## src/rtl/cable_launch_controller_if.sv

```systemverilog
`default_nettype none
// +----------------------------------------------------------------------------+
// | Module   : cable_launch_controller_if                                      |
// | Purpose  : Game-side inputs and cable command outputs of the controller.   |
// | Revision : 1.0 - initial release                                           |
// +----------------------------------------------------------------------------+
interface cable_launch_controller_if;
  logic       startOfFrame;
  logic       gameEnable;
  logic       launchKey;
  logic       hookAtHome;
  logic       hitGold;
  logic       hitRock;
  logic       hitEdge;
  logic       launch_Cable;
  logic       reverseCable;
  logic [1:0] reelSpeedSel;
  logic [1:0] carriedObj;
  logic       scoreValid;
  logic [7:0] scoreAdd;
  logic       busy;

  modport master (
    output startOfFrame, gameEnable, launchKey, hookAtHome, hitGold, hitRock, hitEdge,
    input  launch_Cable, reverseCable, reelSpeedSel, carriedObj, scoreValid, scoreAdd, busy
  );

  modport slave (
    input  startOfFrame, gameEnable, launchKey, hookAtHome, hitGold, hitRock, hitEdge,
    output launch_Cable, reverseCable, reelSpeedSel, carriedObj, scoreValid, scoreAdd, busy
  );
endinterface
`default_nettype wire

```

## src/rtl/cable_launch_controller.sv

```systemverilog
`default_nettype none
// +----------------------------------------------------------------------------+
// | Module   : cable_launch_controller                                         |
// | Purpose  : Launch/reverse/score sequencing for the swinging hook cable.    |
// | Revision : 1.0 - initial release                                           |
// +----------------------------------------------------------------------------+
module cable_launch_controller #(
  parameter int unsigned EXTEND_TIMEOUT_FRAMES = 90,
  parameter int unsigned COOLDOWN_FRAMES       = 15,
  parameter logic [7:0]  GOLD_VALUE            = 8'd50,
  parameter logic [7:0]  ROCK_VALUE            = 8'd10
) (
  input  logic                     clk,
  input  logic                     resetN,
  cable_launch_controller_if.slave bus
);
  localparam logic [2:0] c_IDLE     = 3'd0;
  localparam logic [2:0] c_LAUNCH   = 3'd1;
  localparam logic [2:0] c_EXTEND   = 3'd2;
  localparam logic [2:0] c_REVERSE  = 3'd3;
  localparam logic [2:0] c_RETRACT  = 3'd4;
  localparam logic [2:0] c_SCORE    = 3'd5;
  localparam logic [2:0] c_COOLDOWN = 3'd6;

  localparam logic [1:0] c_OBJ_NONE = 2'd0;
  localparam logic [1:0] c_OBJ_GOLD = 2'd1;
  localparam logic [1:0] c_OBJ_ROCK = 2'd2;

  localparam logic [7:0] c_EXT_LIMIT = 8'(EXTEND_TIMEOUT_FRAMES);
  localparam logic [7:0] c_CD_LIMIT  = 8'(COOLDOWN_FRAMES);

  logic [2:0] r_state;
  logic [2:0] w_state_nxt;
  logic [1:0] r_carried;
  logic [1:0] w_carried_nxt;
  logic [7:0] r_frame_cnt;
  logic [7:0] w_frame_cnt_inc;
  logic       r_key_d;
  logic       w_key_rise;
  logic       r_ret_seen;
  logic       r_launch;
  logic       r_reverse;
  logic       r_score_valid;
  logic [7:0] r_score_add;
  logic [1:0] r_reel_sel;
  logic       r_busy;

  assign w_key_rise      = bus.launchKey & ~r_key_d;
  // Saturating so a stalled frame count can never wrap back under a limit
  assign w_frame_cnt_inc = (bus.startOfFrame && (r_frame_cnt != 8'hFF)) ?
                           (r_frame_cnt + 8'd1) : r_frame_cnt;

  always_comb begin
    w_state_nxt   = r_state;
    w_carried_nxt = r_carried;
    case (r_state)
      c_IDLE:
        if (w_key_rise && bus.gameEnable && bus.hookAtHome) w_state_nxt = c_LAUNCH;
      c_LAUNCH:
        w_state_nxt = c_EXTEND;
      c_EXTEND: begin
        if (bus.hitGold) begin
          w_carried_nxt = c_OBJ_GOLD;
          w_state_nxt   = c_REVERSE;
        end else if (bus.hitRock) begin
          w_carried_nxt = c_OBJ_ROCK;
          w_state_nxt   = c_REVERSE;
        end else if (bus.hitEdge || (w_frame_cnt_inc >= c_EXT_LIMIT)) begin
          w_carried_nxt = c_OBJ_NONE;
          w_state_nxt   = c_REVERSE;
        end
      end
      c_REVERSE:
        w_state_nxt = c_RETRACT;
      c_RETRACT:
        if (bus.hookAtHome && r_ret_seen) w_state_nxt = c_SCORE;
      c_SCORE: begin
        w_carried_nxt = c_OBJ_NONE;
        w_state_nxt   = c_COOLDOWN;
      end
      c_COOLDOWN:
        if (w_frame_cnt_inc >= c_CD_LIMIT) w_state_nxt = c_IDLE;
      default: begin
        w_carried_nxt = c_OBJ_NONE;
        w_state_nxt   = c_IDLE;
      end
    endcase
  end

  // Outputs are decoded from the next state so every pulse lines up with its state
  always_ff @(posedge clk or negedge resetN) begin
    if (!resetN) begin
      r_state       <= c_IDLE;
      r_carried     <= c_OBJ_NONE;
      r_frame_cnt   <= 8'd0;
      r_key_d       <= 1'b0;
      r_ret_seen    <= 1'b0;
      r_launch      <= 1'b0;
      r_reverse     <= 1'b0;
      r_score_valid <= 1'b0;
      r_score_add   <= 8'd0;
      r_reel_sel    <= 2'd0;
      r_busy        <= 1'b0;
    end else begin
      r_state    <= w_state_nxt;
      r_carried  <= w_carried_nxt;
      r_key_d    <= bus.launchKey;
      r_launch   <= (w_state_nxt == c_LAUNCH);
      r_reverse  <= (w_state_nxt == c_REVERSE);
      r_busy     <= (w_state_nxt != c_IDLE);
      r_reel_sel <= (w_state_nxt == c_RETRACT) ? w_carried_nxt : 2'd0;

      if ((w_state_nxt == c_SCORE) && (r_carried != c_OBJ_NONE)) begin
        r_score_valid <= 1'b1;
        r_score_add   <= (r_carried == c_OBJ_GOLD) ? GOLD_VALUE : ROCK_VALUE;
      end else begin
        r_score_valid <= 1'b0;
        r_score_add   <= 8'd0;
      end

      if ((r_state == c_EXTEND) || (r_state == c_COOLDOWN)) r_frame_cnt <= w_frame_cnt_inc;
      else                                                  r_frame_cnt <= 8'd0;

      // A frame boundary must pass in RETRACT before a home hook counts as returned
      r_ret_seen <= (r_state == c_RETRACT) ? (r_ret_seen | bus.startOfFrame) : 1'b0;
    end
  end

  assign bus.launch_Cable = r_launch;
  assign bus.reverseCable = r_reverse;
  assign bus.reelSpeedSel = r_reel_sel;
  assign bus.carriedObj   = r_carried;
  assign bus.scoreValid   = r_score_valid;
  assign bus.scoreAdd     = r_score_add;
  assign bus.busy         = r_busy;
endmodule
`default_nettype wire

```

## src/flat_wrapper.sv

```systemverilog
// flat-port wrapper written by rule: the top's interface ports become plain ports
module cable_launch_controller_flat 
#(
  parameter int unsigned EXTEND_TIMEOUT_FRAMES = 90,
  parameter int unsigned COOLDOWN_FRAMES       = 15,
  parameter logic [7:0]  GOLD_VALUE            = 8'd50,
  parameter logic [7:0]  ROCK_VALUE            = 8'd10
)
  (clk, resetN, bus_startOfFrame, bus_gameEnable, bus_launchKey, bus_hookAtHome, bus_hitGold, bus_hitRock, bus_hitEdge, bus_launch_Cable, bus_reverseCable, bus_reelSpeedSel, bus_carriedObj, bus_scoreValid, bus_scoreAdd, bus_busy);
  cable_launch_controller_if bus_i ();
  input  logic clk;
  input  logic resetN;
  input wire logic [$bits(bus_i.startOfFrame)-1:0] bus_startOfFrame;
  input wire logic [$bits(bus_i.gameEnable)-1:0] bus_gameEnable;
  input wire logic [$bits(bus_i.launchKey)-1:0] bus_launchKey;
  input wire logic [$bits(bus_i.hookAtHome)-1:0] bus_hookAtHome;
  input wire logic [$bits(bus_i.hitGold)-1:0] bus_hitGold;
  input wire logic [$bits(bus_i.hitRock)-1:0] bus_hitRock;
  input wire logic [$bits(bus_i.hitEdge)-1:0] bus_hitEdge;
  output wire logic [$bits(bus_i.launch_Cable)-1:0] bus_launch_Cable;
  output wire logic [$bits(bus_i.reverseCable)-1:0] bus_reverseCable;
  output wire logic [$bits(bus_i.reelSpeedSel)-1:0] bus_reelSpeedSel;
  output wire logic [$bits(bus_i.carriedObj)-1:0] bus_carriedObj;
  output wire logic [$bits(bus_i.scoreValid)-1:0] bus_scoreValid;
  output wire logic [$bits(bus_i.scoreAdd)-1:0] bus_scoreAdd;
  output wire logic [$bits(bus_i.busy)-1:0] bus_busy;
  assign bus_i.startOfFrame = bus_startOfFrame;
  assign bus_i.gameEnable = bus_gameEnable;
  assign bus_i.launchKey = bus_launchKey;
  assign bus_i.hookAtHome = bus_hookAtHome;
  assign bus_i.hitGold = bus_hitGold;
  assign bus_i.hitRock = bus_hitRock;
  assign bus_i.hitEdge = bus_hitEdge;
  assign bus_launch_Cable = bus_i.launch_Cable;
  assign bus_reverseCable = bus_i.reverseCable;
  assign bus_reelSpeedSel = bus_i.reelSpeedSel;
  assign bus_carriedObj = bus_i.carriedObj;
  assign bus_scoreValid = bus_i.scoreValid;
  assign bus_scoreAdd = bus_i.scoreAdd;
  assign bus_busy = bus_i.busy;
  cable_launch_controller #(.EXTEND_TIMEOUT_FRAMES(EXTEND_TIMEOUT_FRAMES), .COOLDOWN_FRAMES(COOLDOWN_FRAMES), .GOLD_VALUE(GOLD_VALUE), .ROCK_VALUE(ROCK_VALUE)) u_core (.clk(clk), .resetN(resetN), .bus(bus_i));
endmodule
```

## config.mk

```make
export PLATFORM = sky130hd
export DESIGN_NAME = cable_launch_controller_flat
export DESIGN_NICKNAME = d
export VERILOG_FILES = /design/src/rtl/cable_launch_controller_if.sv /design/src/rtl/cable_launch_controller.sv /design/src/flat_wrapper.sv
export SDC_FILE = /design/constraint.sdc
export NUM_CORES = 1
export LEC_CHECK = 0
export CORE_MARGIN = 3
export CORE_UTILIZATION = 51
export DETAILED_ROUTE_END_ITERATION = 7
export MAX_ROUTING_LAYER = met4
export PLACE_DENSITY = 0.76
export SYNTH_ARGS = -nofsm -noshare
export SYNTH_HDL_FRONTEND = slang
export SYNTH_SLANG_ARGS = --single-unit
```

## constraint.sdc

```tcl
create_clock -name clk -period 2.65 [get_ports clk]
set_input_delay 0.53 -clock clk [delete_from_list [all_inputs] [get_ports clk]]
set_output_delay 0.53 -clock clk [all_outputs]
set_load 0.02 [all_outputs]
```

# After elaboration in Yosys (flattened, before gate mapping)
# Index checks and enable logic that the tools add are counted.
# totals
ff_bits,29
latchBits,0
ramBits,0
rom_bits,0
in_bits,9
output_inout_bits,16
word_cells,58
memories,0
# op_classes
n_addsub,1
multipliers,0
div_mod_pow,0
n_lt_le_gt_ge,2
n_eq_ne,12
shift,0
n_mux,18
n_bitwise,3
n_reduce_logical,11
# op_table
cell,count
8-bit 2-to-1 mux,3
3-bit case mux with 7 select lines,1
3-bit 2-to-1 mux,6
"3-bit equality test, second input constant",5
"3-bit by 2-bit equality test with 1-bit output, second input constant",3
"8-bit by 1-bit adder with 8-bit output, second input constant",1
"8-bit by 4-bit greater-or-equal comparator with 1-bit output, second input constant",1
"8-bit by 7-bit greater-or-equal comparator with 1-bit output, second input constant",1
2-bit 2-to-1 mux,4
"8-bit inequality test, second input constant",1
"3-bit by 1-bit equality test with 1-bit output, second input constant",2
6-bit 2-to-1 mux,1
1-bit logical AND,5
5-bit OR reduction,1
2-bit case mux with 2 select lines,1
3-bit logical NOT,1
3-bit nonzero test,1
"2-bit by 1-bit equality test with 1-bit output, second input constant",1
1-bit logical OR,2
1-bit 2-to-1 mux,2
2-bit nonzero test,1
1-bit bitwise AND,1
1-bit NOT,1
1-bit OR,1

# Depth between registers and ports, before layout
# logic_depth
word_depth,12
mapped_depth,8
depth_no_buf,7

# Worst setup path after synthesis
# No wires, ideal clock.
# synth_timing
path_kind,register to register
from,reg u_core.r_frame_cnt[0]
to,reg u_core.r_state[0]
setup_time_ns,0.126
arrival_ns,1.779
t_required_ns,2.524
setup_slack_ns,0.745
path_stages_with_launch,9
n_path_buf,1
synth_period_minus_slack_ns,1.905
cell_sequence,dfrtp_1 ha_1 buf_2 nand4_1 nor2_1 and3_1 xnor2_1 o21ai_2 o32a_1
# synth_via
elab_chain_len,9
word_cells_on_any_way,12
classes_between,add/sub (1); order compare (2); eq/ne (1); mux (6); reduce/logical (2)
# synth_lines
item,line_no,text
from (decl),cable_launch_controller.sv:36,logic [7:0] r_frame_cnt;
from (signal assigned),cable_launch_controller.sv:121,if ((r_state == c_EXTEND) || (r_state == c_COOLDOWN)) r_frame_cnt <= w_frame_cnt_inc;
branches (longest 2 deep; another with 8-bit by 1-bit adder with 8-bit output),-,
8-bit 2-to-1 mux *,cable_launch_controller.sv:50,assign w_frame_cnt_inc = (bus.startOfFrame && (r_frame_cnt != 8'hFF)) ?
8-bit by 7-bit greater-or-equal comparator with 1-bit output,cable_launch_controller.sv:68,end else if (bus.hitEdge || (w_frame_cnt_inc >= c_EXT_LIMIT)) begin
1-bit logical OR,cable_launch_controller.sv:68,
3-bit 2-to-1 mux,cable_launch_controller.sv:68,
3-bit 2-to-1 mux,cable_launch_controller.sv:65,end else if (bus.hitRock) begin
3-bit 2-to-1 mux,cable_launch_controller.sv:62,if (bus.hitGold) begin
3-bit case mux with 7 select lines *,cable_launch_controller.sv:56,case (r_state)
net u_core.w_state_nxt[0],cable_launch_controller.sv:33,logic [2:0] w_state_nxt;
to (signal assigned),cable_launch_controller.sv:93,r_state <= c_IDLE;
to (signal assigned),cable_launch_controller.sv:105,r_state <= w_state_nxt;
to (decl),cable_launch_controller.sv:32,logic [2:0] r_state;
# Mark *: on every way through the listed nets, which the timed path passes.

# Worst setup path after layout
# layout_timing
from,reg u_core.r_frame_cnt[0]
to,reg u_core.r_score_add[1] (netlist: u_core.bus.scoreAdd[1])
# layout_via
elab_chain_len,12
word_cells_on_any_way,15
classes_between,add/sub (1); order compare (2); eq/ne (2); mux (7); reduce/logical (3)
# layout_lines
item,line_no,text
branches (longest 2 deep; another with 8-bit by 1-bit adder with 8-bit output),-,
8-bit 2-to-1 mux *,cable_launch_controller.sv:50,
8-bit by 7-bit greater-or-equal comparator with 1-bit output,cable_launch_controller.sv:68,
1-bit logical OR,cable_launch_controller.sv:68,
3-bit 2-to-1 mux,cable_launch_controller.sv:68,
3-bit 2-to-1 mux,cable_launch_controller.sv:65,
3-bit 2-to-1 mux,cable_launch_controller.sv:62,
3-bit case mux with 7 select lines *,cable_launch_controller.sv:56,
3-bit equality test *,cable_launch_controller.sv:113,if ((w_state_nxt == c_SCORE) && (r_carried != c_OBJ_NONE)) begin
1-bit logical AND *,cable_launch_controller.sv:113,
8-bit 2-to-1 mux *,cable_launch_controller.sv:113,
to (signal assigned),cable_launch_controller.sv:115,r_score_add <= (r_carried == c_OBJ_GOLD) ? GOLD_VALUE : ROCK_VALUE;
to (decl),cable_launch_controller.sv:44,logic [7:0] r_score_add;
# Mark *: on every way between the ends.

==> results.py <==
metrics = {
    "synthesis": {
        "synthCells": 134,
        "synth_area_sq_um": 1280,
        "synth.top_cell.area_share_pct": 44.8,
        "synth.area.top_cells": "sky130_fd_sc_hd__dfrtp_1, sky130_fd_sc_hd__nor2_1, sky130_fd_sc_hd__buf_4",
        "synth-async-reset-ratio_pct": 100,
        "synth-warning-count": 0,
        "ys_seq_elements": 23,
        "synth-seq-area-share_pct": 44.8,
        "synth_most_common_cell": "sky130_fd_sc_hd__dfrtp_1",
        "yosys-top-cells-count": "sky130_fd_sc_hd__dfrtp_1, sky130_fd_sc_hd__nor2_1, sky130_fd_sc_hd__nand2_1",
        "synth_area_leader_cell": "sky130_fd_sc_hd__dfrtp_1",
        "synth_edf_count": 0,
        "synth_cell_types": 47,
        "syn-mean-instance-area_sq_um": 9.58,
        "ys_dominant_reg_cell": "sky130_fd_sc_hd__dfrtp_1",
    },
    "drt": {
        "avgViaCountPerCell": 5.87,
        "drc_errors_left": 0,
        "finalWirelength_mm": 2.65,
        "routed-via-count": 1050,
        "postRouteAntennaNets": 0,
        "avgRoutedWirePerCell_um": 14.8,
        "detailedRoute.firstIterationViolations": 29,
        "first_pass_iters": 4,
    },
    "status": {
        "outcome": "finished, final reports clean",
    },
    "grt": {
        "grt_usage_pct": 19.1,
        "grt_overflow_total": 0,
        "grt_start_max_net_pins": 24,
        "initial_antenna_violation_count": 0,
        "vias_in_the_first_global_route": 1015,
        "grt_first_pass_wirelength_mm": 4.79,
    },
    "cts": {
        "cts_tree": "built",
        "cts.sinks": 23,
        "clk_transition_reported_paths_ps": 130,
        "cts.root.buffer_cell": "sky130_fd_sc_hd__clkbuf_4",
        "cts_hold_buffers": 0,
        "clkLatencyLatePin_ps": 310,
        "postCtsSetupBuffers": 0,
        "cts_repair_resize_count": 0,
        "cts-htree-levels": 1,
        "number_of_buffers_inserted_during_clock_tree_synthesis": 3,
        "max-clock-path-buffers": 2,
    },
    "worst_setup_path": {
        "reg2regPathDepth": 7,
        "end_kind": "flop",
        "r2r_start": "u_core.r_frame_cnt[0]",
        "ws_path_type": "flop to flop",
        "cp-start-kind": "flop",
        "arrival_time_of_the_worst_setup_path_ps": 2490,
        "cp_max_fo": 8,
        "crit_required_ps": 2890,
        "worst_setup_path_startpoint": "u_core.r_frame_cnt[0]",
    },
    "power_and_ir_drop": {
        "ir_worst_vdd_v": 0.000623,
        "switching_share_pct": 39.8,
        "leakagePower_uw": 0.000606,
        "share_clk_of_total_power_pct": 14.9,
        "sequential_group_share_of_total_power_pct": 47.0,
        "power.net_switching_uw": 433,
        "power.density_nw_per_um2": 726,
        "internal_power_uw": 654,
        "power.combinational.fraction_pct": 38.1,
        "p_total_uw": 1090,
    },
    "die": {
        "design.portCount": 25,
        "die_h_um": 56.2,
        "initial_core_util_pct": 55.9,
        "coreArea_sq_um": 2300,
        "die_width_um": 56.2,
        "die_area_sq_um": 3160,
        "std_cell_rows": 17,
    },
    "layout": {
        "fillCellCount": 210,
        "final-seq-area_sq_um": 576,
        "syn2layout_area_growth_pct": 16.7,
        "final_layout_size_suffix_gt1_share_pct": 10.6,
        "utilization_pct": 65.2,
        "area_of_the_multi_input_gates_sq_um": 633,
        "stdcell_count": 179,
        "postLayoutCellArea_sq_um": 1500,
        "antenna_cells": 0,
        "fin_nets": 162,
    },
    "timing": {
        "setup_viol_count_final": 0,
        "totalNegativeSetupSlack_ps": 0,
        "report.final.hold_viol_count": 0,
        "maximum_clock_skew_at_final_layout_ps": 6.09,
        "worst_slew_pin_slew_ps": 485,
        "rsz0062_at_grt": "false",
        "max_clock_freq_ghz": 0.445,
        "final_min_period_over_clock_period_pct": 84.9,
        "slew_viol_final": 0,
        "post-route-min-period_ps": 2250,
        "timing.max_slew.rel_slack_pct": 67.3,
    },
    "place": {
        "port_buffers": 20,
        "numPlacedInstances": 175,
        "place_area_sq_um": 1470,
        "place.gp.congestion": 0.884,
        "dp.final_hpwl_mm": 2.01,
    },
    "worst_hold_path": {
        "hold_path_class": "input pin to async pin",
    },
    "flow_run": {
        "max_cap_violations": 0,
    },
}
==> layout make-up <==
class,instances,share of cell area (%)
well taps,28,2.34
multi-input cells,98,42.3
clock inverters,1,0.334
inverters,5,1.25
clock buffers,3,1.50
flip-flops and latches,23,38.4
repair buffers,21,13.9
==> power by group through the flow <==
| stage | Combinational (uW) | Sequential [uW] | Clock [uW] |
|---|---|---|---|
| global placement | 409 | 511 | 0 |
| floorplan | 258 | 518 | 0 |
| CTS | 414 | 509 | 166 |
| finish | 414 | 511 | 162 |
| detailed placement | 413 | 516 | 0 |
| global route | 455 | 523 | 187 |
==> state kept, by name (all words and copies together) (netlist names), 2 cells and up <==
name,flops
u_core.bus.carriedObj,2
u_core.bus.reelSpeedSel,2
u_core.r_state,3
u_core.r_frame_cnt,8
u_core.bus.scoreAdd,3
==> kinds of logic (layout without fill, tap and decap cells) <==
kind of cell	count (synthesis)	in the layout	share of synthesized area, %
muxes	1	1	1.07
buffers and inverters	16	30	6.72
DFF	23	23	44.8
xor gates and xnor gates	6	6	4.68
and+or+nand+nor	58	58	23.8
other	1	4	0.292
AOI/OAI and AO/OA	28	28	17.6
adders and majority gates	1	1	0.975
==> metrics by stage <==
step	worst slack [ps]	hold slack, ps
after floorplan	745	234
after global placement	299	520
after detailed placement	211	549
after CTS	432	564
after global routing	129	570
final	401	553
==> critical path: stages (launching register included) <==
cell and delay, ps:
sky130_fd_sc_hd__dfrtp_1 460, sky130_fd_sc_hd__ha_1 380, sky130_fd_sc_hd__nand4_1 230, sky130_fd_sc_hd__nor4b_1 380, sky130_fd_sc_hd__a211oi_1 110, sky130_fd_sc_hd__nor3_1 270
sky130_fd_sc_hd__nand3_2 180, sky130_fd_sc_hd__a31oi_1 180
==> final timing paths <==
kind | to | slack [ps]
worst max-delay path | u_core.bus.scoreAdd[1] | 400
worst min-delay path | u_core.bus.busy | 550
worst max register to register | u_core.bus.scoreAdd[1] | 400
worst min register to register | u_core.r_ret_seen | 570
max in group asynchronous | u_core.r_frame_cnt[7] | 1870
min in group clk | u_core.r_ret_seen | 570
==> layout by cell type (no fill, tap or decap), types with 2 or more instances in the layout <==
master	synthesis	routed
sky130_fd_sc_hd__o21ai_0	2	2
sky130_fd_sc_hd__nand3_1	4	4
sky130_fd_sc_hd__conb_1	1	4
sky130_fd_sc_hd__dfrtp_1	23	23
sky130_fd_sc_hd__nor2b_1	2	2
sky130_fd_sc_hd__nor3_1	3	3
sky130_fd_sc_hd__nand2_1	8	8
sky130_fd_sc_hd__xnor2_1	5	5
sky130_fd_sc_hd__nand3b_1	3	3
sky130_fd_sc_hd__and2_1	3	3
sky130_fd_sc_hd__clkbuf_4	0	3
sky130_fd_sc_hd__o31ai_1	2	2
sky130_fd_sc_hd__a31oi_1	5	5
sky130_fd_sc_hd__nor2_1	21	21
sky130_fd_sc_hd__clkdlybuf4s50_1	0	20
sky130_fd_sc_hd__inv_1	4	4
sky130_fd_sc_hd__a21oi_1	7	7
sky130_fd_sc_hd__and3_1	2	2
==> metal layers <==
| metal | track usage (%) | wire length [um] |
|---|---|---|
| met4 | 5.08 | 12 |
| met1 | 25.5 | 1190 |
| met2 | 29.9 | 1310 |
| met5 | - | 0 |
| met3 | 3.71 | 144 |
Power figures use the tool's default switching activity.
